<file path="config.mk">
export PLATFORM = sky130hd
export DESIGN_NAME = alu_rf_sequencer
export DESIGN_NICKNAME = d
export VERILOG_FILES = /design/src/rtl/alu_rf_sequencer_pkg.sv /design/src/rtl/alu_rf_sequencer_alu_8b.sv /design/src/rtl/alu_rf_sequencer.sv
export SDC_FILE = /design/constraint.sdc
export NUM_CORES = 1
export LEC_CHECK = 0
export ABC_AREA = 1
export CORE_AREA = 5 5 89 91
export CTS_BUF_LIST = sky130_fd_sc_hd__clkbuf_4 sky130_fd_sc_hd__clkbuf_8
export CTS_CLUSTER_DIAMETER = 30
export DETAILED_ROUTE_END_ITERATION = 12
export DIE_AREA = 0 0 94 96
export PLACE_DENSITY = 0.75
export SLEW_MARGIN = 15
export SYNTH_ARGS = -nofsm -noshare
export SYNTH_HDL_FRONTEND = slang
export SYNTH_SLANG_ARGS = --single-unit
</file>
<file path="constraint.sdc">
create_clock -name clk -period 2.8 [get_ports clk]
set_clock_uncertainty 0.2 [all_clocks]
set_input_delay 0.28 -clock clk [delete_from_list [all_inputs] [get_ports clk]]
set_output_delay 0.28 -clock clk [all_outputs]
set_load 0.03 [all_outputs]
</file>
<file path="src/rtl/alu_rf_sequencer_pkg.sv">
// Shared definitions for the ALU/register-file micro-sequencer.
//   - opcode encodings (OP_ADD..OP_LOADI)
//   - FSM state encoding
//   - instruction field offsets for instr = {op, rd, rs1, rs2}
//   - op_writes(): whether an opcode commits a result
// Optional feature macro: SEQ_LOADI_EN (op F becomes a load-immediate).
package alu_rf_sequencer_pkg;

  localparam int OP_W = 4;

  localparam logic [OP_W-1:0] OP_ADD   = 4'h0;
  localparam logic [OP_W-1:0] OP_SUB   = 4'h1;
  localparam logic [OP_W-1:0] OP_AND   = 4'h2;
  localparam logic [OP_W-1:0] OP_OR    = 4'h3;
  localparam logic [OP_W-1:0] OP_XOR   = 4'h4;
  localparam logic [OP_W-1:0] OP_NOT   = 4'h5;
  localparam logic [OP_W-1:0] OP_SHL   = 4'h6;
  localparam logic [OP_W-1:0] OP_SHR   = 4'h7;
  localparam logic [OP_W-1:0] OP_MOV   = 4'h8;
  localparam logic [OP_W-1:0] OP_INC   = 4'h9;
  localparam logic [OP_W-1:0] OP_DEC   = 4'hA;
  localparam logic [OP_W-1:0] OP_LOADI = 4'hF;

  typedef enum logic [1:0] {
    S_IDLE  = 2'd0,
    S_READ  = 2'd1,
    S_EXEC  = 2'd2,
    S_WRITE = 2'd3
  } state_t;

  // Field LSB positions as a function of the register address width.
  function automatic int rs2_lsb(input int aw); return 0;      endfunction
  function automatic int rs1_lsb(input int aw); return aw;     endfunction
  function automatic int rd_lsb (input int aw); return 2 * aw; endfunction
  function automatic int op_lsb (input int aw); return 3 * aw; endfunction

  // Opcodes B..E (and F without the immediate feature) retire as NOPs.
  function automatic logic op_writes(input logic [OP_W-1:0] op);
`ifdef SEQ_LOADI_EN
    return (op <= OP_DEC) || (op == OP_LOADI);
`else
    return (op <= OP_DEC);
`endif
  endfunction

endpackage

</file>
<file path="src/rtl/alu_rf_sequencer_alu_8b.sv">
// Combinational ALU for the sequencer.
// Ports:
//   op  in  [3:0]        opcode
//   a   in  [DATA_W-1:0] operand A (rs1, or the immediate for LOADI)
//   b   in  [DATA_W-1:0] operand B (rs2)
//   cy  out [DATA_W:0]   {carry/borrow, result}
// Optional feature macro: SEQ_LOADI_EN (op F passes a through, C=0).
module alu_8b
  import alu_rf_sequencer_pkg::*;
#(
  parameter int DATA_W = 8
) (
  input  logic [OP_W-1:0]   op,
  input  logic [DATA_W-1:0] a,
  input  logic [DATA_W-1:0] b,
  output logic [DATA_W:0]   cy
);

  logic [DATA_W:0] a_x, b_x;
  assign a_x = {1'b0, a};
  assign b_x = {1'b0, b};

  // The extra top bit of the widened add/sub is carry out or borrow out.
  always_comb begin
    cy = '0;
    case (op)
      OP_ADD: cy = a_x + b_x;
      OP_SUB: cy = a_x - b_x;
      OP_AND: cy = {1'b0, a & b};
      OP_OR:  cy = {1'b0, a | b};
      OP_XOR: cy = {1'b0, a ^ b};
      OP_NOT: cy = {1'b0, ~a};
      OP_SHL: cy = {a, 1'b0};
      OP_SHR: cy = {a[0], 1'b0, a[DATA_W-1:1]};
      OP_MOV: cy = a_x;
      OP_INC: cy = a_x + (DATA_W+1)'(1);
      OP_DEC: cy = a_x - (DATA_W+1)'(1);
`ifdef SEQ_LOADI_EN
      OP_LOADI: cy = a_x;
`endif
      default: cy = '0;
    endcase
  end

endmodule

</file>
<file path="src/rtl/alu_rf_sequencer.sv">
// Single-issue micro-sequencer in front of a 2R1W register file.
// Accepts {op, rd, rs1, rs2} on a valid/ready handshake, reads the two
// operands, executes them in alu_8b and writes the result back.
// Ports:
//   clk, rst_n              clock, synchronous active-low reset
//   instr_valid/ready/instr instruction handshake
//   rf_raddr1/2, rf_rdata1/2 register-file read ports (combinational data)
//   rf_waddr/wdata/we       register-file write port
//   done                    one-cycle retire pulse
//   result, flag_z, flag_c  last retired result and flags
// Optional feature macro: SEQ_LOADI_EN (op F = load {rs1,rs2} into rd,
// skipping READ; requires DATA_W == 2*ADDR_W).
module alu_rf_sequencer
  import alu_rf_sequencer_pkg::*;
#(
  parameter int DATA_W = 8,
  parameter int ADDR_W = 4
) (
  input  logic                  clk,
  input  logic                  rst_n,
  input  logic                  instr_valid,
  output logic                  instr_ready,
  input  logic [4+3*ADDR_W-1:0] instr,
  output logic [ADDR_W-1:0]     rf_raddr1,
  output logic [ADDR_W-1:0]     rf_raddr2,
  input  logic [DATA_W-1:0]     rf_rdata1,
  input  logic [DATA_W-1:0]     rf_rdata2,
  output logic [ADDR_W-1:0]     rf_waddr,
  output logic [DATA_W-1:0]     rf_wdata,
  output logic                  rf_we,
  output logic                  done,
  output logic [DATA_W-1:0]     result,
  output logic                  flag_z,
  output logic                  flag_c
);

  localparam int RS2_LSB = rs2_lsb(ADDR_W);
  localparam int RS1_LSB = rs1_lsb(ADDR_W);
  localparam int RD_LSB  = rd_lsb(ADDR_W);
  localparam int OP_LSB  = op_lsb(ADDR_W);

`ifdef SEQ_LOADI_EN
  generate
    if (DATA_W != 2 * ADDR_W) begin : g_loadi_width_err
      $error("SEQ_LOADI_EN requires DATA_W == 2*ADDR_W");
    end
  endgenerate
`endif

  state_t state, nstate;

  logic [OP_W-1:0]   op_q;
  logic [ADDR_W-1:0] rd_q, rs1_q, rs2_q;
  logic [DATA_W-1:0] op_a, op_b, result_q;
  logic              z_q, c_q;

  logic [OP_W-1:0]   in_op;
  logic [ADDR_W-1:0] in_rd, in_rs1, in_rs2;
  logic              accept;
  logic [DATA_W:0]   alu_cy;

  assign in_op  = instr[OP_LSB  +: OP_W];
  assign in_rd  = instr[RD_LSB  +: ADDR_W];
  assign in_rs1 = instr[RS1_LSB +: ADDR_W];
  assign in_rs2 = instr[RS2_LSB +: ADDR_W];

  // Gating with rst_n keeps every output low while reset is held.
  assign instr_ready = (state == S_IDLE) && rst_n;
  assign accept      = instr_ready && instr_valid;

  alu_8b #(.DATA_W(DATA_W)) u_alu (
    .op (op_q),
    .a  (op_a),
    .b  (op_b),
    .cy (alu_cy)
  );

  always_comb begin
    nstate = state;
    rf_we  = 1'b0;
    done   = 1'b0;
    case (state)
      S_IDLE: begin
        if (accept) begin
`ifdef SEQ_LOADI_EN
          nstate = (in_op == OP_LOADI) ? S_EXEC : S_READ;
`else
          nstate = S_READ;
`endif
        end
      end
      S_READ:  nstate = S_EXEC;
      S_EXEC:  nstate = S_WRITE;
      S_WRITE: begin
        nstate = S_IDLE;
        rf_we  = op_writes(op_q);
        done   = 1'b1;
      end
      default: nstate = S_IDLE;
    endcase
  end

  always_ff @(posedge clk) begin
    if (!rst_n) begin
      state    <= S_IDLE;
      op_q     <= '0;
      rd_q     <= '0;
      rs1_q    <= '0;
      rs2_q    <= '0;
      op_a     <= '0;
      op_b     <= '0;
      result_q <= '0;
      z_q      <= 1'b0;
      c_q      <= 1'b0;
    end else begin
      state <= nstate;
      if (accept) begin
        op_q  <= in_op;
        rd_q  <= in_rd;
        rs1_q <= in_rs1;
        rs2_q <= in_rs2;
`ifdef SEQ_LOADI_EN
        // The immediate rides through the ALU as operand A.
        if (in_op == OP_LOADI) op_a <= DATA_W'({in_rs1, in_rs2});
`endif
      end
      if (state == S_READ) begin
        op_a <= rf_rdata1;
        op_b <= rf_rdata2;
      end
      if (state == S_EXEC && op_writes(op_q)) begin
        result_q <= alu_cy[DATA_W-1:0];
        c_q      <= alu_cy[DATA_W];
        z_q      <= (alu_cy[DATA_W-1:0] == '0);
      end
    end
  end

  // Addresses come straight from the instruction latch, so they hold
  // steady through READ/EXEC/WRITE and read 0 after reset.
  assign rf_raddr1 = rs1_q;
  assign rf_raddr2 = rs2_q;
  assign rf_waddr  = rd_q;
  assign rf_wdata  = result_q;
  assign result    = result_q;
  assign flag_z    = z_q;
  assign flag_c    = c_q;

endmodule

</file>
# After elaboration in Yosys (flattened, before gate mapping)
# Cells that the tools add are included.
[word_totals]
regBits = 44
inputBits = 35
output_inout_bits = 33
word_cells = 44
[classes]
n_addsub = 4
n_lt_le_gt_ge = 1
n_eq_ne = 14
n_mux = 5
n_bitwise = 4
reduce_logical = 6
[op_table]
columns = ["cell", "n"]
rows = [
  ["one-hot mux 9 bit (11 select lines)", 1],
  ["equality test 4 x 3 -> 1 bit (second input constant)", 4],
  ["equality test 4 bit (second input constant)", 3],
  ["adder 8 x 1 -> 9 bit (second input constant)", 1],
  ["adder 8 x 8 -> 9 bit", 1],
  ["subtractor 8 x 1 -> 9 bit (second input constant)", 1],
  ["subtractor 8 x 8 -> 9 bit", 1],
  ["bitwise AND 8 bit", 1],
  ["equality test 4 x 2 -> 1 bit (second input constant)", 2],
  ["logical NOT 8 bit", 1],
  ["inverter 8 bit", 1],
  ["OR 8 bit", 1],
  ["one-hot mux 2 bit (4 select lines)", 1],
  ["XOR 8 bit", 1],
  ["equality test 2 bit (second input constant)", 2],
  ["equality test 4 x 1 -> 1 bit (second input constant)", 1],
  ["less-or-equal comparator 4 bit (second input constant)", 1],
  ["logical NOT 4 bit", 1],
  ["logical AND 1 bit", 3],
  ["equality test 2 x 1 -> 1 bit (second input constant)", 1],
  ["logical NOT 2 bit", 1],
  ["two-way mux 1 bit", 2],
  ["two-way mux 2 bit", 1],
  ["inequality test 2 bit (second input constant)", 1],
]

# Longest topological paths before layout
[depth]
depth_word = 5
ltp_mapped = 22

# By module
# Synthesis repeated with hierarchy kept, for this count alone.
[unflattened]
hier_cells = 489
area_unflattened_um2 = 3333.2
[modules_own_cells]
columns = ["module", "n_inst", "cells_each", "area_per_inst_um2", "seq_area_each_um2"]
rows = [
  ["alu_rf_sequencer", 1, 234, 1885.6, 880.8],
  ["alu_8b", 1, 255, 1447.6, 0.0],
]

# Worst setup path before layout
# No wires, ideal clock.
[synth_timing]
kind = "flip-flop to flip-flop"
startpoint = "reg op_q[3]"
endpoint = "reg z_q (netlist: flag_z)"
t_arrival_ps = 2395
t_required_ps = 2484
setup_slack_ps = 89
stages_incl_launch_ff = 22
n_path_buf = 0
synth_period_minus_slack_ps = 2711
path_cell_list = "dfxtp_1 > inv_2 > nor2_8 > nand3_2 > nand2_4 > inv_4 > a21oi_4 > o21ai_0 > o21ai_0 > ha_1 > nand2_1 > nor2_1 > o21ai_0 > nand2_1 > nand2_1 > nand3_1 > nand2_1 > inv_1 > nand2_1 > nor2_1 > nor2_1 > nor2_1"
[synth_via]
elab_chain_len = 3
[synth_rtl]
columns = ["item", "line", "source"]
rows = [
  ["start, declared", "alu_rf_sequencer.sv:52", "logic [OP_W-1:0] op_q;"],
  ["start signal, assigned", "alu_rf_sequencer.sv:118", "op_q <= in_op;"],
  ["equality test 4 bit (tied with other cells)", "alu_rf_sequencer_alu_8b.sv:26", "case (op)"],
  ["one-hot mux 9 bit (11 select lines)", "alu_rf_sequencer_alu_8b.sv:26", ""],
  ["logical NOT 8 bit", "alu_rf_sequencer.sv:134", "z_q <= (alu_cy[DATA_W-1:0] == '0);"],
  ["end signal, assigned", "alu_rf_sequencer.sv:134", ""],
  ["end, declared", "alu_rf_sequencer.sv:55", "logic z_q, c_q;"],
]
# Parallel ways exist; a longest one is shown, timed or not.
# A chain may end at the register's enable or synchronous reset.

# Worst setup path after layout
[layout_timing]
startpoint = "reg op_q[0]"
endpoint = "reg z_q (netlist: flag_z)"
# The elaborated chain is that of the path after synthesis.

==> results.json <==
{
  "core_mm2": 0.00706,
  "muxShareOfSynthArea": 0,
  "synth.most_common_cell": "nand2_1",
  "avgSynthCellArea_um2": 6.52,
  "seqCellArea_um2": 898,
  "fillCellCount": 664,
  "cts_hold_buf": 0,
  "die_h_um": 96,
  "r2r_start": "op_q[0]",
  "async_flop_share": 0,
  "yosysUniqueCellTypes": 34,
  "yosysWarningCount": 0,
  "die_x_um": 94,
  "status": "complete, no violations",
  "drv_cap": 0,
  "rsz0062_at_grt": "yes",
  "cp_num_buf_inv": 4,
  "drive_above_1_share": 0.125,
  "cpMostUsedCell": "nand2_1",
  "ys_ff_latch": 44,
  "synth-seq-area-share": 0.273,
  "crit_family": "simple AND/OR/NAND/NOR gates",
  "path_cells": "inv_2, nor2_4, nand2_4, nand2_4, inv_4, a21oi_4, buf_6, o21ai_0, nand2_1, ha_4, nand2_1, inv_1, nand2_1, nand4_1, nand3_1, nand2_1, nor2_1, nand2_1, nor2_1, nor2_1, nor2_1",
  "antenna_found_initial": 0,
  "hold_viol": 0,
  "yosysTopAreaCell": "dfxtp_1",
  "timing.rr.end": "flag_z",
  "cts_buffers": 5,
  "drt_iter0_drc": 264,
  "root_buffer": "clkbuf_8",
  "hold_path_class": "reg -> reg",
  "cts_num_sinks": 44,
  "worst_r2r_path_depth": 21,
  "hp-start": "rf_waddr[1]",
  "grt_remaining_overflow": 0,
  "grt_usage": 0.206,
  "clock_path_buffers": 2,
  "peakVddDrop_mv": 0.466,
  "hold_path_end": "rf_waddr[1]",
  "synth_area_leaders": "dfxtp_1 (27%), nand2_1 (13%), ha_1 (12%), nand3_1 (9.0%), inv_1 (6.9%)",
  "initial_utilization": 0.458,
  "dpl.hpwl_mm": 7.03,
  "relSlewSlack": 0.468,
  "worstSetupPathType": "reg -> reg",
  "drc_errors": 0,
  "synthToLayoutAreaGrowth_pct": 33.6,
  "grt_pass1_wl_mm": 14.8,
  "start_kind": "flop",
  "clk_latency_ps": 290,
  "crit_arrival_ps": 2750,
  "slowest_delay_ps": 380,
  "cts_tree": "built",
  "vias": 3431,
  "synthesis.area_mm2": 0.00323,
  "synth-edff-count": 0,
  "hold_depth": 2,
  "synthAdderAreaFrac": 0.126,
  "period_share": 0.973,
  "cp_slowest_cell": "dfxtp_4",
  "synthXorXnorAreaFrac": 0.0136,
  "ios": 68,
  "drtPass1Iterations": 6,
  "critPathLaunch": "op_q[0]",
  "fmax_mhz": 367,
  "antenna_left": 0,
  "p_per_area_mw_per_mm2": 1180,
  "io_buffers": 67,
  "die_area_mm2": 0.00902,
  "dp.cells": 652,
  "synth_top_family_by_area": "simple AND/OR/NAND/NOR gates",
  "grt_max_degree": 41,
  "synth_top_area_frac": 0.273,
  "multiInputGateArea_mm2": 0.00211,
  "htreeDepth": 2,
  "wl_mm": 9.18,
  "ff2ff_setup_slack_ps": 80,
  "vias_per_cell": 5.16,
  "required_ps": 2830,
  "fp-row-count": 31,
  "fin_setup_tns_ps": 0,
  "final_cells": 665,
  "synthCells": 496,
  "path_clk_slew_ps": 80,
  "routabilityCongestion": 1.02,
  "crit_fanout": 8,
  "synth_compound_area_frac": 0.123,
  "wl_per_cell_um": 13.8,
  "syn-num-nets": 563,
  "fin_nets": 633,
  "fin_crit_ps": 2720,
  "cp-end-kind": "flop",
  "tightest_slew_ps": 796,
  "diodes": 0,
  "finalMaxSlewViolations": 0,
  "p_leak_nw": 2.02,
  "yosys-top-cells-count": "nand2_1 (113), inv_1 (59), nor2_1 (59)",
  "synth_simple_gate_area_frac": 0.348,
  "grt_pass1_vias": 3150,
  "setup_viol": 0,
  "synth_ff_type": "dfxtp_1"
}
## where the power goes
part | total [mW] | internal [mW] | switching (mW)
Clock | 0.565 | 0.351 | 0.214
Sequential | 1.08 | 0.828 | 0.248
Combinational | 3.46 | 1.36 | 2.10
## cell usage in the layout, fill, tap and decap left out, types with 2 or more instances in the layout
master           count
buf_4               18
ha_4                 4
o21ai_0             39
xor2_1               5
nand3b_1             5
nand2_1            110
nand3_1             57
o211ai_1             2
inv_2                5
nor2_4               3
nor2_1              58
ha_1                27
nand2_2              4
o21ai_1              2
nor3_1               2
dfxtp_1             38
clkbuf_8             5
nand2_4              2
nand3_2              3
bufinv_16            2
inv_4                3
dfxtp_4              4
a21oi_2              3
clkdlybuf4s50_1     66
a21oi_1             23
dfxtp_2              2
nor3_2               2
inv_1               56
nand4_1              2
## routing by layer
metal / wire [um] / vias to the layer above / GRT usage
li1: - / 1724 / -
met1: 3930 / 1536 / 0.270
met2: 4240 / 145 / 0.335
met3: 796 / 26 / 0.0500
met4: 212 / 0 / 0.0626
met5: 0 / - / 0
## worst max path at each step
stage | to | depth (start not counted) | slack [ps]
3_5_place_dp | flag_z | 21 | -130
2_1_floorplan | flag_z | 21 | 90
5_1_grt | flag_z | 21 | -130
6_report | flag_z | 21 | 80
3_3_place_gp | flag_z | 22 | -80
4_1_cts | flag_z | 20 | 4
## worst reg2reg max path, cell delays in order (launching register included)
cell,delay [ps]
dfxtp_4,380
inv_2,70
nor2_4,110
nand2_4,90
nand2_4,90
inv_4,50
a21oi_4,150
buf_6,140
o21ai_0,90
nand2_1,140
ha_4,230
nand2_1,110
inv_1,50
nand2_1,70
nand4_1,90
nand3_1,110
nand2_1,90
nor2_1,100
nand2_1,50
nor2_1,100
nor2_1,40
nor2_1,110
## final cells by class
class	instances	area share
clock buffer	5	0.0159
clock inverter	2	0.0139
inverter	65	0.0582
multi-input combinational	365	0.488
sequential	44	0.208
tap	99	0.0287
timing repair buffer	85	0.187
## sequential cells by signal (all words and copies together), names as in the netlist
register   flops
flag_z         1
rf_raddr2      4
op_q           4
result         8
op_a           8
rf_raddr1      4
state          2
flag_c         1
op_b           8
rf_waddr       4
## metrics by stage
step | cell area, um2 | util | power [mW] | hold WS, ps | setup slack (ps)
after floorplan | 3230 | - | 3.23 | 191 | 88.7
after global placement | 3990 | 0.565 | 4.00 | 252 | -76.2
after detailed placement | 3990 | 0.565 | 4.10 | 259 | -127
after CTS | 4140 | 0.586 | 4.74 | 274 | 4.36
after global routing | 4320 | 0.612 | 5.58 | 300 | -131
final | 4320 | 0.612 | 5.11 | 269 | 77.0
## kinds of logic (layout without fill, tap and decap cells)
| logic type | Yosys count | in the layout |
|---|---|---|
| buffers and inverters | 87 | 157 |
| xor gates and xnor gates | 5 | 5 |
| adders and majority gates | 32 | 32 |
| DFF | 44 | 44 |
| AOI/OAI and AO/OA | 74 | 74 |
| and+or+nand+nor | 254 | 254 |
## repair_timing
| item | 4_1_cts | 5_1_grt |
|---|---|---|
| hold endpoints to repair | 0 | 0 |
| pin swaps | 0 | 18 |
| setup endpoints to repair | 3 | 7 |
| gates resized for setup | 7 | 37 |
| setup buffers | 0 | 6 |
No activity file was read; power rests on OpenSTA's default activity.
